<file path="config.mk">
export PLATFORM = sky130hd
export DESIGN_NAME = cursor_step_ctrl_flat
export DESIGN_NICKNAME = d
export VERILOG_FILES = /design/src/rtl/cursor_step_ctrl_pkg.sv /design/src/rtl/cursor_step_ctrl_if.sv /design/src/rtl/cursor_step_ctrl_button_debounce.sv /design/src/rtl/cursor_step_ctrl.sv /design/src/flat_wrapper.sv
export SDC_FILE = /design/constraint.sdc
export NUM_CORES = 1
export LEC_CHECK = 0
export CAP_MARGIN = 40
export CORE_UTILIZATION = 60
export CTS_BUF_LIST = sky130_fd_sc_hd__clkbuf_2 sky130_fd_sc_hd__clkbuf_4 sky130_fd_sc_hd__clkbuf_8
export DETAILED_ROUTE_END_ITERATION = 8
export PLACE_DENSITY = 0.77
export SLEW_MARGIN = 25
export SYNTH_ARGS = -nofsm -noshare
export SYNTH_HDL_FRONTEND = slang
export SYNTH_SLANG_ARGS = --single-unit
</file>
<file path="constraint.sdc">
create_clock -name clk -period 4.5 [get_ports clk]
set_input_delay 0.45 -clock clk [delete_from_list [all_inputs] [get_ports clk]]
set_output_delay 0.45 -clock clk [all_outputs]
set_load 0.01 [all_outputs]
</file>
<file path="src/rtl/cursor_step_ctrl_pkg.sv">
// rtl/cursor_step_ctrl_pkg.sv - shared state/direction encodings and arbiter helper
package cursor_step_ctrl_pkg;

    localparam int DEF_DEBOUNCE_CYCLES = 650000;
    localparam int DEF_REPEAT_DELAY    = 32500000;
    localparam int DEF_REPEAT_PERIOD   = 6500000;
    localparam int DEF_CNT_W           = 25;

    typedef enum logic [1:0] {
        IDLE  = 2'd0,
        FIRST = 2'd1,
        DELAY = 2'd2,
        RPT   = 2'd3
    } state_t;

    // Direction codes double as bit indices into the debounced level vector.
    typedef enum logic [1:0] {
        DIR_DOWN  = 2'd0,
        DIR_UP    = 2'd1,
        DIR_LEFT  = 2'd2,
        DIR_RIGHT = 2'd3
    } dir_t;

    function automatic dir_t pick_dir(input logic [3:0] lvl);
        if (lvl[DIR_DOWN])     return DIR_DOWN;
        else if (lvl[DIR_UP])  return DIR_UP;
        else if (lvl[DIR_LEFT]) return DIR_LEFT;
        else                   return DIR_RIGHT;
    endfunction

endpackage

</file>
<file path="src/rtl/cursor_step_ctrl_if.sv">
// rtl/cursor_step_ctrl_if.sv - step/override/corner controls toward the corner-adjust datapath
interface cursor_step_if;
    logic up;
    logic down;
    logic left;
    logic right;
    logic override;
    logic switch0;
    logic switch1;
    logic busy;

    modport master (output up, down, left, right, override, switch0, switch1, busy);
    modport slave  (input  up, down, left, right, override, switch0, switch1, busy);
endinterface

</file>
<file path="src/rtl/cursor_step_ctrl_button_debounce.sv">
// rtl/cursor_step_ctrl_button_debounce.sv - 2-FF synchroniser plus stable-level debouncer
module button_debounce #(
    parameter int CYCLES = 650000,
    parameter int CNT_W  = 25
) (
    input  logic clk,
    input  logic reset_n,
    input  logic din,
    output logic dout,
    output logic rise
);

    logic [1:0]       sync_q;
    logic [CNT_W-1:0] cnt;

    // cnt counts consecutive cycles the synchronised level disagrees with dout.
    always_ff @(posedge clk or negedge reset_n) begin
        if (!reset_n) begin
            sync_q <= '0;
            cnt    <= '0;
            dout   <= 1'b0;
            rise   <= 1'b0;
        end else begin
            sync_q <= {sync_q[0], din};
            rise   <= 1'b0;
            if (sync_q[1] == dout) begin
                cnt <= '0;
            end else if (cnt == CNT_W'(CYCLES - 1)) begin
                cnt  <= '0;
                dout <= sync_q[1];
                rise <= sync_q[1];
            end else begin
                cnt <= cnt + 1'b1;
            end
        end
    end

endmodule

</file>
<file path="src/rtl/cursor_step_ctrl.sv">
// rtl/cursor_step_ctrl.sv - button front end: debounce, arbitration, auto-repeat, override toggle
module cursor_step_ctrl
    import cursor_step_ctrl_pkg::*;
#(
    parameter int DEBOUNCE_CYCLES = DEF_DEBOUNCE_CYCLES,
    parameter int REPEAT_DELAY    = DEF_REPEAT_DELAY,
    parameter int REPEAT_PERIOD   = DEF_REPEAT_PERIOD,
    parameter int CNT_W           = DEF_CNT_W
) (
    input  logic          clk,
    input  logic          reset_n,
    input  logic          btn_up,
    input  logic          btn_down,
    input  logic          btn_left,
    input  logic          btn_right,
    input  logic          btn_enter,
    input  logic [1:0]    sw_corner,
    cursor_step_if.master step
);

    logic [3:0]       lvl;
    logic [3:0]       unused_rise;
    logic             unused_enter_lvl;
    logic             enter_rise;
    logic [1:0]       sw_s1, sw_s2;
    logic [1:0]       corner_q;
    logic             override_q, arm;
    logic             up_q, down_q, left_q, right_q, busy_q;
    state_t           state, state_n;
    dir_t             dir_q, dir_n;
    logic [CNT_W-1:0] cnt, cnt_n;
    logic             fire;

    button_debounce #(.CYCLES(DEBOUNCE_CYCLES), .CNT_W(CNT_W)) u_db_down (
        .clk(clk), .reset_n(reset_n), .din(btn_down),  .dout(lvl[DIR_DOWN]),  .rise(unused_rise[0]));
    button_debounce #(.CYCLES(DEBOUNCE_CYCLES), .CNT_W(CNT_W)) u_db_up (
        .clk(clk), .reset_n(reset_n), .din(btn_up),    .dout(lvl[DIR_UP]),    .rise(unused_rise[1]));
    button_debounce #(.CYCLES(DEBOUNCE_CYCLES), .CNT_W(CNT_W)) u_db_left (
        .clk(clk), .reset_n(reset_n), .din(btn_left),  .dout(lvl[DIR_LEFT]),  .rise(unused_rise[2]));
    button_debounce #(.CYCLES(DEBOUNCE_CYCLES), .CNT_W(CNT_W)) u_db_right (
        .clk(clk), .reset_n(reset_n), .din(btn_right), .dout(lvl[DIR_RIGHT]), .rise(unused_rise[3]));
    button_debounce #(.CYCLES(DEBOUNCE_CYCLES), .CNT_W(CNT_W)) u_db_enter (
        .clk(clk), .reset_n(reset_n), .din(btn_enter), .dout(unused_enter_lvl), .rise(enter_rise));

    always_ff @(posedge clk or negedge reset_n) begin
        if (!reset_n) begin
            state <= IDLE;
        end else begin
            state <= state_n;
        end
    end

    // Release wins over a coinciding terminal count; override loss wins over everything.
    always_comb begin
        state_n = state;
        dir_n   = dir_q;
        cnt_n   = cnt;
        fire    = 1'b0;
        case (state)
            IDLE: begin
                cnt_n = '0;
                if (arm && (|lvl)) begin
                    state_n = FIRST;
                    dir_n   = pick_dir(lvl);
                end
            end
            FIRST: begin
                cnt_n = '0;
                if (!lvl[dir_q]) begin
                    state_n = IDLE;
                end else begin
                    fire    = 1'b1;
                    state_n = DELAY;
                end
            end
            DELAY, RPT: begin
                if (!lvl[dir_q]) begin
                    state_n = IDLE;
                    cnt_n   = '0;
                end else if (cnt == CNT_W'((state == DELAY) ? REPEAT_DELAY - 1 : REPEAT_PERIOD - 1)) begin
                    fire    = 1'b1;
                    cnt_n   = '0;
                    state_n = RPT;
                end else if (!(&cnt)) begin
                    cnt_n = cnt + 1'b1;
                end
            end
            default: state_n = IDLE;
        endcase
        if (!override_q) begin
            state_n = IDLE;
            fire    = 1'b0;
            cnt_n   = '0;
        end
    end

    always_ff @(posedge clk or negedge reset_n) begin
        if (!reset_n) begin
            dir_q      <= DIR_DOWN;
            cnt        <= '0;
            sw_s1      <= '0;
            sw_s2      <= '0;
            corner_q   <= '0;
            override_q <= 1'b0;
            arm        <= 1'b0;
            up_q       <= 1'b0;
            down_q     <= 1'b0;
            left_q     <= 1'b0;
            right_q    <= 1'b0;
            busy_q     <= 1'b0;
        end else begin
            dir_q   <= dir_n;
            cnt     <= cnt_n;
            sw_s1   <= sw_corner;
            sw_s2   <= sw_s1;
            up_q    <= fire && (dir_q == DIR_UP);
            down_q  <= fire && (dir_q == DIR_DOWN);
            left_q  <= fire && (dir_q == DIR_LEFT);
            right_q <= fire && (dir_q == DIR_RIGHT);
            busy_q  <= (state_n != IDLE);
            if (state == IDLE) begin
                corner_q <= sw_s2;
            end
            // arm lags a rising override by one cycle but drops together with it.
            if (enter_rise) begin
                override_q <= ~override_q;
                arm        <= 1'b0;
            end else begin
                arm <= override_q;
            end
        end
    end

    assign step.up       = up_q;
    assign step.down     = down_q;
    assign step.left     = left_q;
    assign step.right    = right_q;
    assign step.override = override_q;
    assign step.switch0  = corner_q[0];
    assign step.switch1  = corner_q[1];
    assign step.busy     = busy_q;

endmodule
</file>
<file path="src/flat_wrapper.sv">
// flat-port wrapper written by rule: the top's interface ports become plain ports
module cursor_step_ctrl_flat import cursor_step_ctrl_pkg::*;
#(
    parameter int DEBOUNCE_CYCLES = DEF_DEBOUNCE_CYCLES,
    parameter int REPEAT_DELAY    = DEF_REPEAT_DELAY,
    parameter int REPEAT_PERIOD   = DEF_REPEAT_PERIOD,
    parameter int CNT_W           = DEF_CNT_W
)
  (clk, reset_n, btn_up, btn_down, btn_left, btn_right, btn_enter, sw_corner, step_up, step_down, step_left, step_right, step_override, step_switch0, step_switch1, step_busy);
  cursor_step_if step_i ();
  input  logic clk;
  input  logic reset_n;
  input  logic btn_up;
  input  logic btn_down;
  input  logic btn_left;
  input  logic btn_right;
  input  logic btn_enter;
  input  logic [1:0] sw_corner;
  output wire logic [$bits(step_i.up)-1:0] step_up;
  output wire logic [$bits(step_i.down)-1:0] step_down;
  output wire logic [$bits(step_i.left)-1:0] step_left;
  output wire logic [$bits(step_i.right)-1:0] step_right;
  output wire logic [$bits(step_i.override)-1:0] step_override;
  output wire logic [$bits(step_i.switch0)-1:0] step_switch0;
  output wire logic [$bits(step_i.switch1)-1:0] step_switch1;
  output wire logic [$bits(step_i.busy)-1:0] step_busy;
  assign step_up = step_i.up;
  assign step_down = step_i.down;
  assign step_left = step_i.left;
  assign step_right = step_i.right;
  assign step_override = step_i.override;
  assign step_switch0 = step_i.switch0;
  assign step_switch1 = step_i.switch1;
  assign step_busy = step_i.busy;
  cursor_step_ctrl #(.DEBOUNCE_CYCLES(DEBOUNCE_CYCLES), .REPEAT_DELAY(REPEAT_DELAY), .REPEAT_PERIOD(REPEAT_PERIOD), .CNT_W(CNT_W)) u_core (.clk(clk), .reset_n(reset_n), .btn_up(btn_up), .btn_down(btn_down), .btn_left(btn_left), .btn_right(btn_right), .btn_enter(btn_enter), .sw_corner(sw_corner), .step(step_i));
endmodule
</file>
# Yosys cells after proc, flatten, opt, wreduce, memory -nomap -nowiden
# Cells that the tools add are included.
# classes
add_sub_neg	6
n_lt_le_gt_ge	1
n_eq_ne	18
mux	35
bitwise_logic	6
reduce_logical	18
# op_table
op	count
25-bit two-way mux	15
25-bit by 1-bit adder with 25-bit output (second input constant)	6
25-bit by 20-bit == test with 1-bit output (second input constant)	5
25-bit one-hot mux with 2 select lines	1
25-bit == test	1
25-bit AND reduction	1
2-bit two-way mux	7
2-bit AND reduction	6
1-bit two-way mux	9
2-bit == test (second input constant)	4
1-bit inverter	6
2-bit one-hot mux with 3 select lines	1
1-bit == test	5
1-bit logical AND	5
5-bit inequality test (second input constant)	1
2-bit by 1-bit == test with 1-bit output (second input constant)	2
2-bit logical NOT	2
2-bit OR reduction	2
4-bit OR reduction	1
2-bit by 3-bit less-than comparator with 1-bit output (second input constant)	1
1-bit binary-select mux with 2-bit select	1
1-bit one-hot mux with 2 select lines	1
2-bit nonzero test	1
# totals
ff_bits	183
in_bits	9
out_inout_bits	8
elab_cells	113

# Logic depth before layout (Yosys ltp)
# depth
depth_word	8
depth_mapped	8
ltp_nobuf	6

# Hierarchy
# From an unflattened synthesis, not the netlist that was laid out.
# hier_totals
hier_cells	926
hier_area_um2	9425.3
# by_module_without_submodules
module	instances	cells_per_inst	area_per_inst_um2	seq_area_each_um2
button_debounce	5	140	1448.9	725.7
cursor_step_ctrl	1	226	2180.8	1051.0

# Worst setup path after synthesis
# Ideal clock, no wire load.
# synth_timing
path_type	register to register
start	reg u_core.u_db_enter.cnt[17]
end	reg u_core.u_db_enter.dout
setup_time_ns	0.125
arrival_time_ns	2.052
t_required_ns	4.375
path_slack_ns	2.323
stages_incl_launch_ff	5
path_buffers	0
period_less_slack_ns	2.177
path_cell_list	dfrtp_1 -> or4_1 -> or3_1 -> or4_4 -> mux2_4
# synth_via
elab_chain_len	2
# synth_rtl
item	line	text
from (decl)	cursor_step_ctrl_button_debounce.sv:14	logic [CNT_W-1:0] cnt;
from (signal assigned)	cursor_step_ctrl_button_debounce.sv:33	cnt <= cnt + 1'b1;
25-bit by 20-bit == test with 1-bit output	cursor_step_ctrl_button_debounce.sv:28	end else if (cnt == CNT_W'(CYCLES - 1)) begin
2-bit AND reduction (no source line)	-	
to (signal assigned)	cursor_step_ctrl_button_debounce.sv:30	dout <= sync_q[1];
to (decl)	cursor_step_ctrl_button_debounce.sv:9	output logic dout,
# Every way passes these cells.
# A chain may end at the register's enable or synchronous reset.

# Final worst setup path
# layout_timing
start	reg u_core.cnt[8]
end	reg u_core.cnt[7]
# layout_via
elab_chain_len	5
elab_cells_between_ends	7
cone_classes	eq/ne (2); mux (4); reduce/logical (1)
# layout_rtl
item	line	text
from (decl)	cursor_step_ctrl.sv:31	logic [CNT_W-1:0] cnt, cnt_n;
from (signal assigned)	cursor_step_ctrl.sv:113	cnt <= cnt_n;
25-bit == test	cursor_step_ctrl.sv:80	end else if (cnt == CNT_W'((state == DELAY) ? REPEAT_DELAY - 1 : REPEAT_PERIOD - 1)) begin
25-bit two-way mux	cursor_step_ctrl.sv:80	
25-bit two-way mux	cursor_step_ctrl.sv:77	if (!lvl[dir_q]) begin
25-bit one-hot mux with 2 select lines	cursor_step_ctrl.sv:59	case (state)
25-bit two-way mux	cursor_step_ctrl.sv:90	if (!override_q) begin
# Parallel ways exist; a longest one is shown, timed or not.

==> summary.md <==
| Metric | Value |
|---|---|
| Run status | `completed` |
| CTS Buffer Depth | `2` |
| Post-Synthesis Net Count | `889` |
| Max VDD drop | `0.194 mV` |
| Root buf cell | `clkbuf_8` |
| P&R area growth vs syn | `7.93%` |
| Yosys warns | `0` |
| Gr usage total | `23.8%` |
| Fin. Hold Viols | `0` |
| Total die area | `0.0150 sq mm` |
| Number of global-route vias before repair | `6163` |
| Largest net degree at the start of global routing | `77` |
| Crit end category | `flip-flop` |
| Main flop type after synthesis | `dfrtp_1` |
| First-pass GRT wire length | `28.0 mm` |
| Gr busiest metal | `met2` |
| CP Launch Type | `flip-flop` |
| Global Route met1 Usage | `30.9%` |
| Layout cell share with drive strength beyond 1 | `7.63%` |
| Switch share | `23.2%` |
| Clock Power Share | `36.4%` |
| Antenna viol nets, final | `0` |
| Diode count | `0` |
| Most common cell after layout, fill and taps aside | `dfrtp_1` |
| Syn avg cell area | `10.0 sq um` |
| Maxcap violations | `0` |
| Yosys reg bits | `183` |
| Initial Utilization | `62.2%` |
| Top-Level Pins | `17` |
| Kind of critical path | `reg2reg` |
| Core ar. | `0.0140 sq mm` |
| Slew Limit Headroom | `45.3%` |
| Setup Viol. Count Final | `0` |
| Sequential Power Share | `60.5%` |
| Number of I/O port buffers | `16` |
| DIE WIDTH | `123 um` |
| Met3 usage | `5.48%` |
| Fillers | `1081` |
| Final Critical Period | `2.44 ns` |
| Setup Buffers After CTS | `0` |
| PwrDens | `294 mW/mm^2` |
| Global route overflow | `0` |
| Worst-path clk slew | `0.09 ns` |
| Setup tns final | `0 ns` |
| Internal cell power | `0.00213 W` |
| CP required | `4.84 ns` |
| Seq/Total Area, Yosys | `52.4%` |
| Cell Area, Synth | `0.00874 sq mm` |
| Clk_lat worst skew | `0.48 ns` |
| Gpl congestion | `0.882` |
| Routed length per instance | `15.0 um` |
| Post-DP HPWL | `11.2 mm` |
| Post-CTS Resized | `0` |
| Worst-Margin Slew | `0.813 ns` |
| Drt pass-1 iters | `5` |
| RSZ-0062 raised after global routing | `no` |
| Final cell utilization of the core | `67.1%` |
| Footprint of the multi-input gates | `0.00393 sq mm` |
| Period utilization | `54.2%` |
| Worst clock skew | `0.0124 ns` |
| Cell row count | `43` |
| Max FO, Critical Path | `25` |
| Maximum clock frequency | `410 MHz` |
| Vias per inst | `5.85` |
| Ys async rst share | `100%` |
| Register Area | `0.00458 sq mm` |
| Initial antenna violation count | `0` |
| Final Power | `0.00277 W` |
| Post-synth EDFFs | `0` |
| CTS tree | `yes` |
| Netlist cell types | `55` |
| Placed cells | `1049` |
| Non-filler cells, final | `1084` |
| Nets | `907` |
| Vias | `6340` |
| P_leak | `3.90 nW` |
| Most frequent cells in the layout | `dfrtp_1, nor2_1, xnor2_1` |
| Clk sinks | `183` |
| Switching pwr | `0.000643 W` |
| Num CTS Buffers | `17` |
| Type of the tightest min-delay check | `reg2reg` |
| Worst EP arrival | `2.78 ns` |
| Final wirelength | `16.3 mm` |
| Slew Viols, Final | `0` |
| Drt drc | `0` |
| Htree depth | `4` |
| Syn Inst Count | `874` |
| Die Height | `123 um` |
| DRT iter0 DRCs | `463` |
| Combinational power share | `3.1%` |
| Met2 GRT Util | `38.6%` |
## routing by layer
layer / share of wire [%] / wire length [um] / vias up
li1: - / - / 3029
met1: 45 / 7340 / 3117
met2: 49 / 8070 / 159
met3: 3.7 / 600 / 35
met4: 1.8 / 301 / 0
met5: 0 / 0 / -
## per-stage QoR
step | hold WS, ns | cell area (sq um) | setup WS (ns)
3_3_place_gp | 0.331 | 8990 | 1.91
3_5_place_dp | 0.335 | 9040 | 1.82
2_1_floorplan | 0.154 | 8740 | 2.32
5_1_grt | 0.372 | 9430 | 1.87
4_1_cts | 0.355 | 9410 | 1.80
6_report | 0.354 | 9430 | 2.06
## path summary, 6_finish.rpt
kind / to / slack [ns] / cells after the start / from
worst max register to register: u_core.cnt[7]$_DFFE_PN0P_ / 2.06 / 5 / u_core.cnt[8]$_DFFE_PN0P_
worst min-delay path: u_core.u_db_enter.sync_q[1]$_DFF_PN0_ / 0.35 / 0 / u_core.u_db_enter.sync_q[0]$_DFF_PN0_
worst max-delay path: u_core.cnt[7]$_DFFE_PN0P_ / 2.06 / 5 / u_core.cnt[8]$_DFFE_PN0P_
max in group asynchronous: u_core.u_db_enter.cnt[24]$_DFF_PN0_ / 3.26 / 3 / reset_n
worst min register to register: u_core.u_db_enter.sync_q[1]$_DFF_PN0_ / 0.35 / 0 / u_core.u_db_enter.sync_q[0]$_DFF_PN0_
min in group asynchronous: u_core.u_db_down.sync_q[0]$_DFF_PN0_ / 0.42 / 2 / reset_n
## power by group through the flow
stage | sequential (W) | combinational [W] | clock [W]
floorplan | 0.00170 | 0.0000398 | 0
global route | 0.00168 | 0.000102 | 0.00110
global placement | 0.00171 | 0.0000801 | 0
detailed placement | 0.00171 | 0.0000869 | 0
CTS | 0.00167 | 0.0000883 | 0.00104
finish | 0.00167 | 0.0000856 | 0.00101
## cell usage after synthesis (all sizes together), types with 10 or more instances
cell type	number	area share [%]
or4	10	0.90
dfrtp	183	52
xor2	62	6.2
inv	23	0.99
clkbuf	15	0.64
xnor2	79	7.9
and4	13	1.3
nor3	27	1.5
nand4	33	2.4
nor2	173	7.4
nand2	59	2.6
nand3	59	3.4
and3	16	1.2
buf	12	1.1
nor4	29	2.3
## registers in the layout, summed over array words and instances (netlist names), 25 cells and up
| name | cells |
|---|---|
| u_core.u_db_down.cnt | 25 |
| u_core.cnt | 25 |
| u_core.u_db_enter.cnt | 25 |
| u_core.u_db_up.cnt | 25 |
| u_core.u_db_left.cnt | 25 |
| u_core.u_db_right.cnt | 25 |
## area by class of cell
type | count | share of cell area [%]
Clock inverter | 10 | 0.743
Sequential cell | 183 | 48.6
Clock buffer | 21 | 3.07
Timing Repair Buffer | 26 | 2.69
Inverter | 23 | 0.916
Multi-Input combinational cell | 641 | 41.6
Tap cell | 180 | 2.39
## kinds of logic (layout without fill, tap and decap cells)
logic type      after synthesis  after routing  share of synthesized area [%]
flops                       183            183                           52.4
xor+xnor                    141            141                           14.1
fa+ha+maj                     6              6                          0.859
compound gates               29             29                           2.25
buf+inv                      50             80                           2.72
mux                           8              8                           1.20
simple gates                457            457                           26.4
## critical path: stages, from the launching register on
cell and delay [ns]:
dfrtp_1 0.43, or4b_2 0.68, a2111oi_1 0.35, o2111a_1 0.28, nand3b_2 0.44, nor2_1 0.12
## repair_timing
action | in CTS | in global routing
setup endpoints to repair | 0 | 0
hold endpoints to repair | 27 | 0
hold buffers | 1 | 0
(Power assumes the default switching activity.)
